File: config.mk
export PLATFORM = sky130hd
export DESIGN_NAME = pipeline_hazard_ctrl
export DESIGN_NICKNAME = d
export VERILOG_FILES = /design/src/rtl/pipeline_hazard_ctrl.sv
export SDC_FILE = /design/constraint.sdc
export NUM_CORES = 1
export LEC_CHECK = 0
export ABC_CLOCK_PERIOD_IN_PS = 2500
export BUFFER_PORTS_ARGS = -buffer_cell sky130_fd_sc_hd__buf_2
export CAP_MARGIN = 20
export CORE_MARGIN = 8
export CORE_UTILIZATION = 46
export DETAILED_ROUTE_END_ITERATION = 10
export HOLD_SLACK_MARGIN = 0.12
export PLACE_DENSITY = 0.8
export SLEW_MARGIN = 15
export SYNTH_ARGS = -nofsm -noshare
export SYNTH_HDL_FRONTEND = slang
export SYNTH_SLANG_ARGS = --single-unit
File: constraint.sdc
create_clock -name clk -period 2.5 [get_ports clk]
set_input_delay 0.5 -clock clk [delete_from_list [all_inputs] [get_ports clk]]
set_output_delay 0.5 -clock clk [all_outputs]
set_load 0.05 [all_outputs]
File: src/rtl/pipeline_hazard_ctrl.sv
// pipeline_hazard_ctrl: stall/flush sequencer for the 5-stage pipeline
// Handles data-memory wait, taken branches and load-use hazards. Also keeps stall and timeout status.
module pipeline_hazard_ctrl #(
    parameter int BRANCH_PENALTY = 2,
    parameter int MEM_TIMEOUT    = 255,
    parameter int CNT_W          = 32
) (
    input  logic             clk,
    input  logic             rst,
    input  logic [4:0]       id_rs1,
    input  logic [4:0]       id_rs2,
    input  logic             id_use_rs1,
    input  logic             id_use_rs2,
    input  logic [4:0]       ex_rd,
    input  logic             ex_mem_read,
    input  logic             branch_taken,
    input  logic             mem_busy,
    output logic             pc_we,
    output logic             if_id_we,
    output logic             id_ex_we,
    output logic             ex_mem_we,
    output logic             mem_wb_we,
    output logic             if_id_empty,
    output logic             id_ex_empty,
    output logic             ex_mem_empty,
    output logic             mem_wb_empty,
    output logic [CNT_W-1:0] stall_cycles,
    output logic             mem_timeout
);
    localparam int FW = $clog2(BRANCH_PENALTY + 1);
    localparam int TW = $clog2(MEM_TIMEOUT + 1);
    localparam int WW = TW > 8 ? TW : 8;
    typedef enum logic {RUN, FLUSH} state_t;
    state_t           r_state, w_next;
    logic [FW-1:0]    r_flush_cnt, w_flush_next;
    logic [WW-1:0]    r_wait_cnt;
    logic [CNT_W-1:0] r_stall;
    logic             r_mem_timeout;
    logic             w_load_use;
    assign w_load_use = ex_mem_read && (ex_rd != 5'd0) &&
                        ((id_use_rs1 && id_rs1 == ex_rd) || (id_use_rs2 && id_rs2 == ex_rd));
    assign stall_cycles = r_stall;
    assign mem_timeout  = r_mem_timeout;
    always_ff @(posedge clk) begin
        if (rst) begin
            r_state       <= RUN;
            r_flush_cnt   <= '0;
            r_wait_cnt    <= '0;
            r_stall       <= '0;
            r_mem_timeout <= 1'b0;
        end else begin
            r_state       <= w_next;
            r_flush_cnt   <= w_flush_next;
            r_wait_cnt    <= mem_busy ? (&r_wait_cnt ? r_wait_cnt : r_wait_cnt + 1'b1) : '0;
            r_mem_timeout <= r_mem_timeout | (r_wait_cnt >= WW'(MEM_TIMEOUT));
            r_stall       <= (!pc_we && !(&r_stall)) ? r_stall + 1'b1 : r_stall;
        end
    end
    // A busy memory freezes the sequencer so a pending flush resumes once it clears
    always_comb begin
        w_next       = r_state;
        w_flush_next = r_flush_cnt;
        if (rst) begin
            w_next       = RUN;
            w_flush_next = '0;
        end else if (mem_busy) begin
            w_next = r_state;
        end else if (r_state == RUN && branch_taken) begin
            w_next       = (BRANCH_PENALTY > 1) ? FLUSH : RUN;
            w_flush_next = (BRANCH_PENALTY > 1) ? FW'(BRANCH_PENALTY - 1) : '0;
        end else if (r_state == FLUSH) begin
            w_flush_next = r_flush_cnt - 1'b1;
            w_next       = (r_flush_cnt == FW'(1)) ? RUN : FLUSH;
        end
    end
    always_comb begin
        pc_we        = 1'b1;
        if_id_we     = 1'b1;
        id_ex_we     = 1'b1;
        ex_mem_we    = 1'b1;
        mem_wb_we    = 1'b1;
        if_id_empty  = 1'b0;
        id_ex_empty  = 1'b0;
        ex_mem_empty = 1'b0;
        mem_wb_empty = 1'b0;
        if (rst) begin
            pc_we        = 1'b0;
            if_id_empty  = 1'b1;
            id_ex_empty  = 1'b1;
            ex_mem_empty = 1'b1;
            mem_wb_empty = 1'b1;
        end else if (mem_busy) begin
            pc_we        = 1'b0;
            if_id_we     = 1'b0;
            id_ex_we     = 1'b0;
            ex_mem_we    = 1'b0;
            mem_wb_empty = 1'b1;
        end else if (r_state == RUN && branch_taken) begin
            if_id_empty = 1'b1;
            id_ex_empty = 1'b1;
        end else if (r_state == FLUSH) begin
            if_id_empty = 1'b1;
        end else if (w_load_use) begin
            pc_we       = 1'b0;
            if_id_we    = 1'b0;
            id_ex_empty = 1'b1;
        end
    end
endmodule

After elaboration in Yosys (flattened, before gate mapping)
Index checks and enable logic that the tools add are counted.
{ "totals": {"register_bits": 44, "in_bits": 22, "out_inout_bits": 42, "word_cells": 55} }
{ "op_classes": {"add_sub_neg": 3, "magnitude_cmp": 1, "n_eq_ne": 3, "muxes": 25, "bitwise": 3, "n_reduce_logical": 15} }
{ "ops": {"columns": ["op", "n"], "rows": [
  ["$add 32x1->32 const B", 1],
  ["$reduce_and 32->1", 1],
  ["$mux 1", 23],
  ["$eq 5x5->1", 2],
  ["$add 8x1->8 const B", 1],
  ["$ge 8x8->1 const B", 1],
  ["$reduce_and 8->1", 1],
  ["$logic_and 1x1->1", 6],
  ["$reduce_bool 5->1", 1],
  ["$mux 2", 2],
  ["$eq 2x1->1 const B", 1],
  ["$logic_not 1->1", 2],
  ["$not 1->1", 2],
  ["$reduce_and 2->1", 1],
  ["$reduce_bool 2->1", 1],
  ["$reduce_or 2->1", 1],
  ["$sub 2x1->2 const B", 1],
  ["$logic_or 1x1->1", 1],
  ["$or 1x1->1", 1]
]} }

Depth between registers and ports, before layout
Gate-level depths: netlist of the first run.
{ "depth": {"word_depth": 11, "mapped_depth": 8, "ltp_nobuf": 7} }

Worst setup path before layout of the first run
OpenSTA, ideal clock, no wires.
{ "synth_path": {"kind": "input port to output port", "start": "in ex_rd[1]", "end": "out id_ex_empty", "t_arrival_ps": 2258, "required_time_ps": 2000, "setup_slack_ps": -258, "path_stages": 5, "n_path_buf": 0, "path_cell_list": "xnor2_1 > nand4_1 > o22ai_1 > a21oi_1 > o31ai_1"} }
{ "synth_between": {"elab_chain_len": 9, "word_cells_on_any_way": 13, "classes_between": "eq/ne (2); mux (5); reduce/logical (6)"} }
{ "synth_rtl": {"columns": ["element", "line_no", "text"], "rows": [
  ["from (decl)", "14", "input logic [4:0] ex_rd,"],
  ["$eq 5x5->1", "41", "((id_use_rs1 && id_rs1 == ex_rd) || (id_use_rs2 && id_rs2 == ex_rd));"],
  ["$logic_and 1x1->1", "41", null],
  ["$logic_or 1x1->1", "41", null],
  ["$logic_and 1x1->1 *", "40", "assign w_load_use = ex_mem_read && (ex_rd != 5'd0) &&"],
  ["$mux 1 *", "103", "end else if (w_load_use) begin"],
  ["$mux 1 *", "101", "end else if (r_state == FLUSH) begin"],
  ["$mux 1 *", "98", "end else if (r_state == RUN && branch_taken) begin"],
  ["$mux 1 *", "92", "end else if (mem_busy) begin"],
  ["$mux 1 *", "86", "if (rst) begin"],
  ["to (decl)", "24", "output logic id_ex_empty,"]
]} }
Every way passes the cells marked *; elsewhere a longest branch is shown, timed or not.

Final worst setup path of the first run
{ "layout_path": {"start": "in ex_rd[1]", "end": "out if_id_we"} }
{ "layout_between": {"elab_chain_len": 9, "word_cells_on_any_way": 13, "classes_between": "eq/ne (2); mux (5); reduce/logical (6)"} }
{ "layout_rtl": {"columns": ["element", "line_no", "text"], "rows": [
  ["$eq 5x5->1", "41", null],
  ["$logic_and 1x1->1", "41", null],
  ["$logic_or 1x1->1", "41", null],
  ["$logic_and 1x1->1 *", "40", null],
  ["$mux 1 *", "103", null],
  ["$mux 1 *", "101", null],
  ["$mux 1 *", "98", null],
  ["$mux 1 *", "92", null],
  ["$mux 1 *", "86", null],
  ["to (decl)", "19", "output logic if_id_we,"]
]} }
Marks and branches as above.

==> out/metrics.csv, run 1 <==
stage,metric,value,unit
power_and_ir_drop,ir_worst_vdd,236,µV
floorplanning,initial_core_util,47.5,%
timing,fin_crit_sh,97.0,%
detailed_routing,first_iter_violations,159,
detailed_routing,vias_per_cell,5.57,
place,dp.cells,420,
timing,grt_setup_unrepaired,false,
yosys,synthCells,289,
timing,setup_viol,0,
detailed_routing,drc_errors,0,
worst_setup_path,cpMaxStageDelayCell,or4_1,
grt,antenna_found_initial,0,
grt,first_global_vias,2171,
yosys,syn-num-nets,314,
floorplanning,pin_count,64,
cts,cts.root.buffer_cell,clkbuf_8,
detailed_routing,vias,2383,
worst_setup_path,slowest_delay,0.51,ns
floorplanning,die-area,0.00781,mm²
timing,finalMaxSlewViolations,0,
worst_setup_path,path_cells,"buf_2, or4_1, o21ai_1, nor3_1, a21oi_1, or2_2, buf_4",
cells_and_area,layout-drive-gt1-share,29.3,%
cells_and_area,syn_to_final_growth,21.6,%
timing,fin_skew,0.00380,ns
floorplanning,dieHeight,88.4,µm
timing,min_period,2.43,ns
place,dp_hpwl,4550,µm
place,numPortBuffers,62,
worst_setup_path,crit_buf_inv,2,
worst_setup_path,start_kind,primary input,
yosys,syn-cell-area,0.00241,mm²
detailed_routing,routedWlPerCell,14.2,µm
cts,postCtsSetupBuffers,0,
yosys,yosys.area.top_type,dfxtp_1,
cells_and_area,layout_common_cells,"61 x buf_2, 44 x dfxtp_1, 23 x nor2_1, 23 x a21oi_1, 23 x nand3_1",
yosys,ys.warnings.count,0,
worst_setup_path,worst_ep_arrival_time,1.93,ns
yosys,yosys.cell_types.count,46,
yosys,yosys.area.top_type_share,36.5,%
cells_and_area,post-route-util,57.8,%
detailed_routing,ant_nets,0,
power_and_ir_drop,power.density,472,mW/mm²
yosys,syn_avg_cell_area,8.34,µm²
floorplanning,die_w,88.4,µm
yosys,ys_seq_area_share,36.5,%
cts,cts_resized,0,
cells_and_area,diodes,0,
grt,grt_max_degree,41,
grt,grt_overflow,0,
grt,grtUsageTotal,15.9,%
worst_setup_path,cp_top_family,simple AND/OR/NAND/NOR gates,
floorplanning,core_area,0.00507,mm²
worst_setup_path,path_class,primary input to output port,
cells_and_area,stdcell_count,428,
cells_and_area,fin_nets,382,
cts,clockBufferDepth,2,
cts,h-tree-depth,2,
detailed_routing,wirelength,6090,µm
yosys,synth_area_leaders,"dfxtp_1 37%, a21oi_1 5.0%, nand3_1 4.8%",
place,gp_congestion,0.791,
cells_and_area,regArea,881,µm²
worst_hold_path,hold_class,flop to flop,
worst_setup_path,cp_max_fo,3,
worst_setup_path,crit_path_end_kind,output port,
cts,clkLatencyLatePin,0.29,ns
worst_setup_path,critPathRequiredTime,2.00,ns
run,drv_cap,0,
cells_and_area,final_common_cell,buf_2,
cts,clk_pin_slew,0.08,ns
cts,cts_buffers,5,
floorplanning,rows,26,
cts,clkSinkCount,44,
detailed_routing,dr.pass1.iters,5,
cts,cts_hold_buf,0,
outcome,status,"finished, final reports clean",
cts,cts_tree,done,
grt,grt_pass1_wl,9940,µm
timing,fin_tns_setup,0,ns
power_and_ir_drop,cellLeakagePower,1.14,nW
timing,hold_viol,0,
timing,max_freq,412,MHz
cells_and_area,multi_input_area,0.00140,mm²
cells_and_area,n_fill_cell,465,
yosys,ys_ff_latch,44,
==> cells by family (layout without fill, tap and decap cells) <==
logic type / count (synthesis) / in the layout / synth area share [%]
fa+ha+maj: 3 / 3 / 1.56
flops: 44 / 44 / 36.5
xor+xnor: 17 / 17 / 6.18
simple gates: 128 / 128 / 30.4
compound gates: 64 / 64 / 16.1
buf+inv: 26 / 95 / 6.02
other cells: 1 / 1 / 0.156
mux: 6 / 6 / 3.06
==> area by class of cell <==
type                       instances  area share, %
inverter                          11           1.41
sequential                        44           30.0
clock buffer                       6           2.82
clock inverter                     2          0.341
multi-input combinational        219           47.7
tap                               70           2.99
timing repair buffer              76           14.7
==> tightest hold or removal path, cell delays in order (launching register included) <==
cell	delay, ns
dfxtp_1	0.32
inv_1	0.05
a21oi_1	0.06
==> Yosys cell counts, drive strengths merged <==
cell	count
dfxtp	44
a21oi	29
nand3	24
nor2	23
o21ai	18
nand2	17
or3	17
xnor2	12
buf	11
inv	11
nand4	11
o31ai	9
nor3	8
or4	8
and3	5
mux2	5
nor2b	5
xor2	5
clkbuf	4
nor4	4
ha	3
a311oi	2
o311ai	2
o41ai	2
or2	2
and2	1
and4	1
conb	1
mux2i	1
nor3b	1
o221ai	1
o22ai	1
or4b	1
==> final timing paths <==
check	endpoint	start	slack [ns]	cells past startpoint
min reg2reg	mem_timeout	mem_timeout	0.47	2
min	mem_timeout	mem_timeout	0.47	2
max reg2reg	stall_cycles[13]	stall_cycles[20]	0.20	7
max	if_id_we	ex_rd[1]	0.07	7
==> report_power, final <==
part / internal, W / switching (W)
sequential: 0.000710 / 0.0000104
clock: 0.000221 / 0.000239
combinational: 0.0000688 / 0.000134
==> metrics by stage <==
stage / area [µm²] / hold slack [ns] / power, W / setup slack, ns
3_5_place_dp: 2830 / 0.464 / 0.000939 / 0.00774
3_3_place_gp: 2830 / 0.444 / 0.000935 / 0.0306
5_1_grt: 2930 / 0.484 / 0.00145 / 0.00902
2_1_floorplan: 2420 / 0.453 / 0.000883 / 0.0347
6_report: 2930 / 0.473 / 0.00138 / 0.0744
4_1_cts: 2920 / 0.472 / 0.00140 / 0.00552
==> registers in the layout, indices dropped and copies added, names as in the netlist <==
signal	cells
mem_timeout	1
r_wait_cnt	8
r_state	1
r_flush_cnt	2
stall_cycles	32
==> metal layers <==
layer	vias to the layer above	GRT usage [%]	share of wire [%]	routed length [µm]
li1	1190	-	-	-
met1	1109	18.9	44	2680
met2	73	25.5	46	2800
met3	11	6.13	8.3	508
met4	0	5.84	1.7	102
met5	-	0	0	0
Note: power is estimated with default switching activity, not from simulation.
==> run 2: changes to the inputs <==
Settings changed: ABC_AREA set to 1, PLACE_DENSITY 0.8 to 0.78.
==> out/metrics.csv, run 2 <==
stage,metric,value,unit
outcome,status,"finished, final reports clean",
worst_setup_path,worst_ep_arrival_time,2.34,ns
power_and_ir_drop,p_int,0.00100,W
cells_and_area,layout-drive-gt1-share,15.0,%
cells_and_area,final_common_cell,nand2_1,
power_and_ir_drop,p_comb_share,12.3,%
yosys,synth_edf_count,0,
yosys,syn-num-nets,513,
yosys,synth_ff_type,dfxtp_1,
cells_and_area,diodes,0,
cts,clkLatencyLatePin,0.31,ns
yosys,yosys.area.top_type_share,30.1,%
place,dp_hpwl,6220,µm
timing,min_period,2.10,ns
worst_setup_path,crit_path_end_kind,flop,
place,numPortBuffers,62,
timing,setup_viol,0,
run,drv_cap,0,
power_and_ir_drop,pwr-share-clk,35.6,%
yosys,post-synth-top-count-cell,nand2_1,
cells_and_area,syn_to_final_growth,15.4,%
cts,clockBufferDepth,2,
power_and_ir_drop,p_seq_share,52.1,%
worst_hold_path,hold_class,primary input to flop,
cells_and_area,fin_nets,572,
yosys,ys_ff_latch,44,
cells_and_area,largest_reg_flops,32,
grt,grt_overflow,0,
worst_setup_path,cp_max_fo,31,
floorplanning,dieHeight,95.7,µm
cells_and_area,n_fill_cell,639,
yosys,ys_seq_area_share,30.1,%
grt,first_global_vias,2939,
power_and_ir_drop,cellLeakagePower,1.56,nW
yosys,syn-cell-area,0.00293,mm²
floorplanning,rows,29,
yosys,synthCells,488,
cts,cts_hold_buf,0,
yosys,synth_area_leaders,"dfxtp_1 30%, nand2_1 21%, nand3_1 8.2%",
power_and_ir_drop,ir_worst_vdd,300,µV
detailed_routing,wirelength,7890,µm
worst_setup_path,path_class,flop to flop,
worst_setup_path,start_kind,flop,
detailed_routing,ant_nets,0,
timing,fin_crit_sh,84.1,%
cts,cts_resized,0,
timing,worst_slew_pin_slew,0.678,ns
timing,grt_setup_unrepaired,false,
floorplanning,initial_core_util,46.9,%
cts,clkSinkCount,44,
timing,finalMaxSlewViolations,0,
yosys,syn_avg_cell_area,5.99,µm²
grt,grt_max_degree,35,
cts,cts.root.buffer_cell,clkbuf_8,
detailed_routing,drc_errors,0,
cts,clk_pin_slew,0.08,ns
yosys,yosys.area.top_type,dfxtp_1,
place,gp_congestion,0.929,
timing,fin_skew,0.0102,ns
worst_setup_path,critPathRequiredTime,2.74,ns
cts,postCtsSetupBuffers,0,
cells_and_area,layout_common_cells,"163 x nand2_1, 62 x buf_2, 60 x nor2_1",
yosys,synth_common_cells,"163 x nand2_1, 60 x nor2_1, 56 x inv_1",
timing,worst_hold_slack,0.416,ns
timing,fin_tns_setup,0,ns
detailed_routing,vias,3161,
grt,grt_pass1_wl,13300,µm
grt,antenna_found_initial,0,
yosys,yosys.cell_types.count,26,
timing,hold_viol,0,
floorplanning,pin_count,64,
power_and_ir_drop,p_sw,0.000378,W
cts,cts_buffers,5,
cts,cts_tree,done,
place,preCtsSetupSlack,0.417,ns
cells_and_area,post-route-util,54.1,%
power_and_ir_drop,swShare,27.3,%
floorplanning,core_area,0.00624,mm²
grt,grtUsageTotal,18.0,%
timing,fin_ws,0.396,ns
detailed_routing,dr.pass1.iters,5,
timing,slew_headroom,54.4,%
detailed_routing,vias_per_cell,5.07,
yosys,ys.warnings.count,0,
floorplanning,die_w,95.7,µm
yosys,async_flop_share,0,%
detailed_routing,first_iter_violations,152,
detailed_routing,routedWlPerCell,12.6,µm
floorplanning,die-area,0.00917,mm²
cts,h-tree-depth,2,
power_and_ir_drop,power.density,409,mW/mm²
timing,max_freq,475,MHz
==> run 2: cell count changes after synthesis, moves of 8 or more <==
cell,delta
nand2_1,+146
inv_1,+45
nor2_1,+37
nand3_1,+25
or3_1,-17
a21oi_1,+14
o21ai_1,-11
xor2_1,+11
xnor2_1,-10
o31ai_1,-9
nand3b_1,+8
or4_1,-8
==> run 2: path summary, 6_finish.rpt <==
check                           cells past startpoint            start          endpoint  slack [ns]
worst max register to register                      9  stall_cycles[0]  stall_cycles[18]        0.40
worst min-delay path                                2              rst           r_state        0.42
worst max-delay path                                9  stall_cycles[0]  stall_cycles[18]        0.40
worst min register to register                      1   r_flush_cnt[0]    r_flush_cnt[0]        0.47
==> run 2: kinds of logic after synthesis <==
family | share of synthesized area [%]
flops | 30.1
other cells | 0.128
compound gates | 8.25
xor+xnor | 5.39
fa+ha+maj | 1.28
simple gates | 44.4
buf+inv | 10.5
==> run 2: metrics by stage <==
stage	cell area, µm²	power [W]	cells
after floorplan	2930	0.000862	488
after global placement	3280	0.000902	617
after detailed placement	3280	0.000907	617
after CTS	3380	0.00139	624
after global routing	3380	0.00144	624
final	3380	0.00138	624
==> run 2: power groups by stage <==
stage	Combinational (W)	Clock (W)	Sequential (W)
finish	0.000171	0.000492	0.000720
global route	0.000188	0.000530	0.000722
CTS	0.000171	0.000496	0.000720
detailed placement	0.000171	0	0.000736
global placement	0.000166	0	0.000736
floorplan	0.000113	0	0.000749
==> run 2: critical path, cell delays in order (launching register included) <==
cell and delay, ns:
dfxtp_1 0.44, ha_1 0.32, nand2_2 0.11, nor3_4 0.20, nand3_1 0.12, nor2_2 0.15
nand4_4 0.12, nand2_4 0.31, nand2_1 0.11, a21oi_1 0.15
==> run 2: per-layer routing <==
layer  vias up  track usage [%]  routed length, µm
met4         0             4.74                108
met5         -                0                  0
met3        11             5.30                485
li1       1649                -                  -
met1      1431             20.7               3380
met2        70             31.6               3920
==> run 2: area by class of cell <==
cell class | count | area, µm² | share of cell area [%]
Timing Repair Buffer | 68 | 355 | 10.5
Tap cell | 77 | 96.3 | 2.85
Inverter | 56 | 210 | 6.22
Clock buffer | 7 | 96.3 | 2.85
Sequential cell | 44 | 881 | 26.1
Multi-Input combinational cell | 372 | 1740 | 51.5
==> run 3: changes to the inputs <==
Settings changed: ABC_CLOCK_PERIOD_IN_PS 2500 to 1830, PLACE_DENSITY 0.78 to 0.81.
Clock period 2.5 ns to 1.83 ns, I/O delays scaled along.
==> out/metrics.csv, run 3 (same netlist as run 2, synthesis figures left out) <==
stage,metric,value,unit
cells_and_area,diodes,0,
run,drv_cap,0,
cts,cts.root.buffer_cell,clkbuf_8,
timing,fin_ws,0.0677,ns
detailed_routing,wirelength,8520,µm
place,dp_hpwl,6450,µm
cells_and_area,syn_to_final_growth,24.7,%
worst_hold_path,hold_start,rst,
floorplanning,dieHeight,95.7,µm
grt,first_global_vias,3068,
power_and_ir_drop,p_sw,0.000520,W
timing,grt_setup_unrepaired,true,
cts,clkSinkCount,44,
timing,fin_skew,0.0112,ns
detailed_routing,routedWlPerCell,13.3,µm
detailed_routing,first_iter_violations,188,
grt,grt_max_degree,34,
worst_setup_path,critPathLaunch,ex_rd[4],
power_and_ir_drop,p_seq_share,49.7,%
grt,grt_pass1_wl,13600,µm
cts,cts_buffers,5,
worst_setup_path,reg2reg_slack,0.10,ns
worst_setup_path,start_kind,primary input,
power_and_ir_drop,p_comb_share,13.7,%
worst_setup_path,worst_ep_arrival_time,1.40,ns
timing,hold_viol,0,
worst_setup_path,path_cells,"buf_2, inv_1, nand2_1, nand2_1, nor2_1, nand3_1, nand2_1, a21oi_1, o21ai_2, clkbuf_4",
cells_and_area,n_fill_cell,606,
cells_and_area,fin_nets,587,
timing,finalMaxSlewViolations,0,
timing,max_freq,567,MHz
floorplanning,die-area,0.00917,mm²
outcome,status,"finished, final reports clean",
worst_setup_path,path_class,primary input to output port,
cts,h-tree-depth,2,
worst_setup_path,cp_max_fo,3,
power_and_ir_drop,swShare,26.2,%
worst_hold_path,hold_class,primary input to flop,
worst_setup_path,reg2reg_to,stall_cycles[0],
place,numPortBuffers,62,
cts,clkLatencyLatePin,0.30,ns
worst_setup_path,slowest_delay,0.24,ns
cells_and_area,largest_reg_flops,32,
detailed_routing,drc_errors,0,
worst_setup_path,crit-reg2reg-launch,stall_cycles[0],
floorplanning,core_area,0.00624,mm²
worst_setup_path,crit_path_end_kind,output port,
power_and_ir_drop,power.density,544,mW/mm²
timing,fin_crit_sh,96.3,%
grt,antenna_found_initial,0,
cells_and_area,layout-drive-gt1-share,22.2,%
worst_setup_path,cpMaxStageDelayCell,clkbuf_4,
worst_setup_path,critPathRequiredTime,1.46,ns
worst_hold_path,holdPathEnd,r_state,
worst_setup_path,cp_common_cell,nand2_1,
floorplanning,rows,29,
floorplanning,pin_count,64,
cells_and_area,final_common_cell,nand2_1,
detailed_routing,ant_nets,0,
cts,clk_pin_slew,0.08,ns
floorplanning,die_w,95.7,µm
place,preCtsSetupSlack,-0.0578,ns
timing,setup_viol,0,
grt,grt_overflow,0,
power_and_ir_drop,ir_worst_vdd,513,µV
detailed_routing,vias,3341,
detailed_routing,dr.pass1.iters,5,
power_and_ir_drop,pwr-share-clk,36.6,%
cells_and_area,layout_common_cells,"162 x nand2_1, 58 x buf_2, 57 x nor2_1",
timing,worst_hold_slack,0.322,ns
worst_setup_path,rr_worst_depth,10,
power_and_ir_drop,p_int,0.00146,W
detailed_routing,vias_per_cell,5.22,
timing,min_period,1.76,ns
power_and_ir_drop,power.total,0.00198,W
floorplanning,initial_core_util,46.9,%
grt,grtUsageTotal,18.2,%
place,gp_congestion,0.956,
cts,cts_tree,done,
worst_hold_path,holdPathStages,2,
cts,clockBufferDepth,2,
power_and_ir_drop,cellLeakagePower,1.68,nW
## run 3: cell count changes in the layout (fill, tap and decap cells not counted), moves of 3 or more
cell / before / now
dfxtp_1: 44 / 26
dfxtp_2: 0 / 16
buf_4: 6 / 16
buf_2: 62 / 58
clkbuf_4: 0 / 3
nor2_1: 60 / 57
## run 3: worst max-delay path by stage
stage	to	cells after the start
6_report	id_ex_empty	10
3_5_place_dp	stall_cycles[7]	13
3_3_place_gp	pc_we	11
2_1_floorplan	stall_cycles[0]	8
4_1_cts	stall_cycles[7]	9
5_1_grt	id_ex_empty	10
## run 3: final cells by class
cell class                      instances  area [µm²]  area share, %
Multi-Input combinational cell        374        1830           50.2
Sequential cell                        44         908           24.9
Timing Repair Buffer                   81         495           13.6
Inverter                               56         210           5.76
Tap cell                               77        96.3           2.64
Clock buffer                            6        72.6           1.99
Clock inverter                          2        35.0          0.961
## run 3: what timing repair did
action                                  4_1_cts  5_1_grt
endpoints found under the setup margin        1       42
gates resized for setup                       2       18
buffers inserted                              0        3
cloned                                        0        2
endpoints found under the hold margin         0        0
pin swaps                                     0        1
hold buffers                                  0        0
## run 3: stage by stage
stage / util (%) / area, µm² / instances / TNS, ns
after detailed placement: 54.7 / 3410 / 627 / -1.32
after floorplan: - / 2970 / 488 / 0
after global routing: 58.4 / 3650 / 640 / -0.0216
final: 58.4 / 3650 / 640 / 0
after global placement: 54.7 / 3410 / 627 / 0
after CTS: 56.5 / 3520 / 635 / 0
## run 3: power by group through the flow
stage	clock network (W)	registers [W]	logic, W
2_1_floorplan	0	0.00103	0.000157
3_3_place_gp	0	0.00101	0.000237
3_5_place_dp	0	0.00101	0.000247
4_1_cts	0.000750	0.000986	0.000249
5_1_grt	0.000791	0.000988	0.000294
6_report	0.000726	0.000986	0.000271
## run 3: worst max-delay path, delay by kind of cell
kind                   cells  cell delay (ns)
AO/OA/AOI/OAI              2             0.21
AND/OR/NAND/NOR            5             0.41
buffers and inverters      3             0.40
## run 3: routing by layer
metal	global-route usage [%]	share of wire [%]	vias to the layer above
met5	0	0	-
met4	5.38	1.8	0
met3	4.45	8.1	19
met2	32.5	49	120
met1	21.0	41	1504
li1	-	-	1698
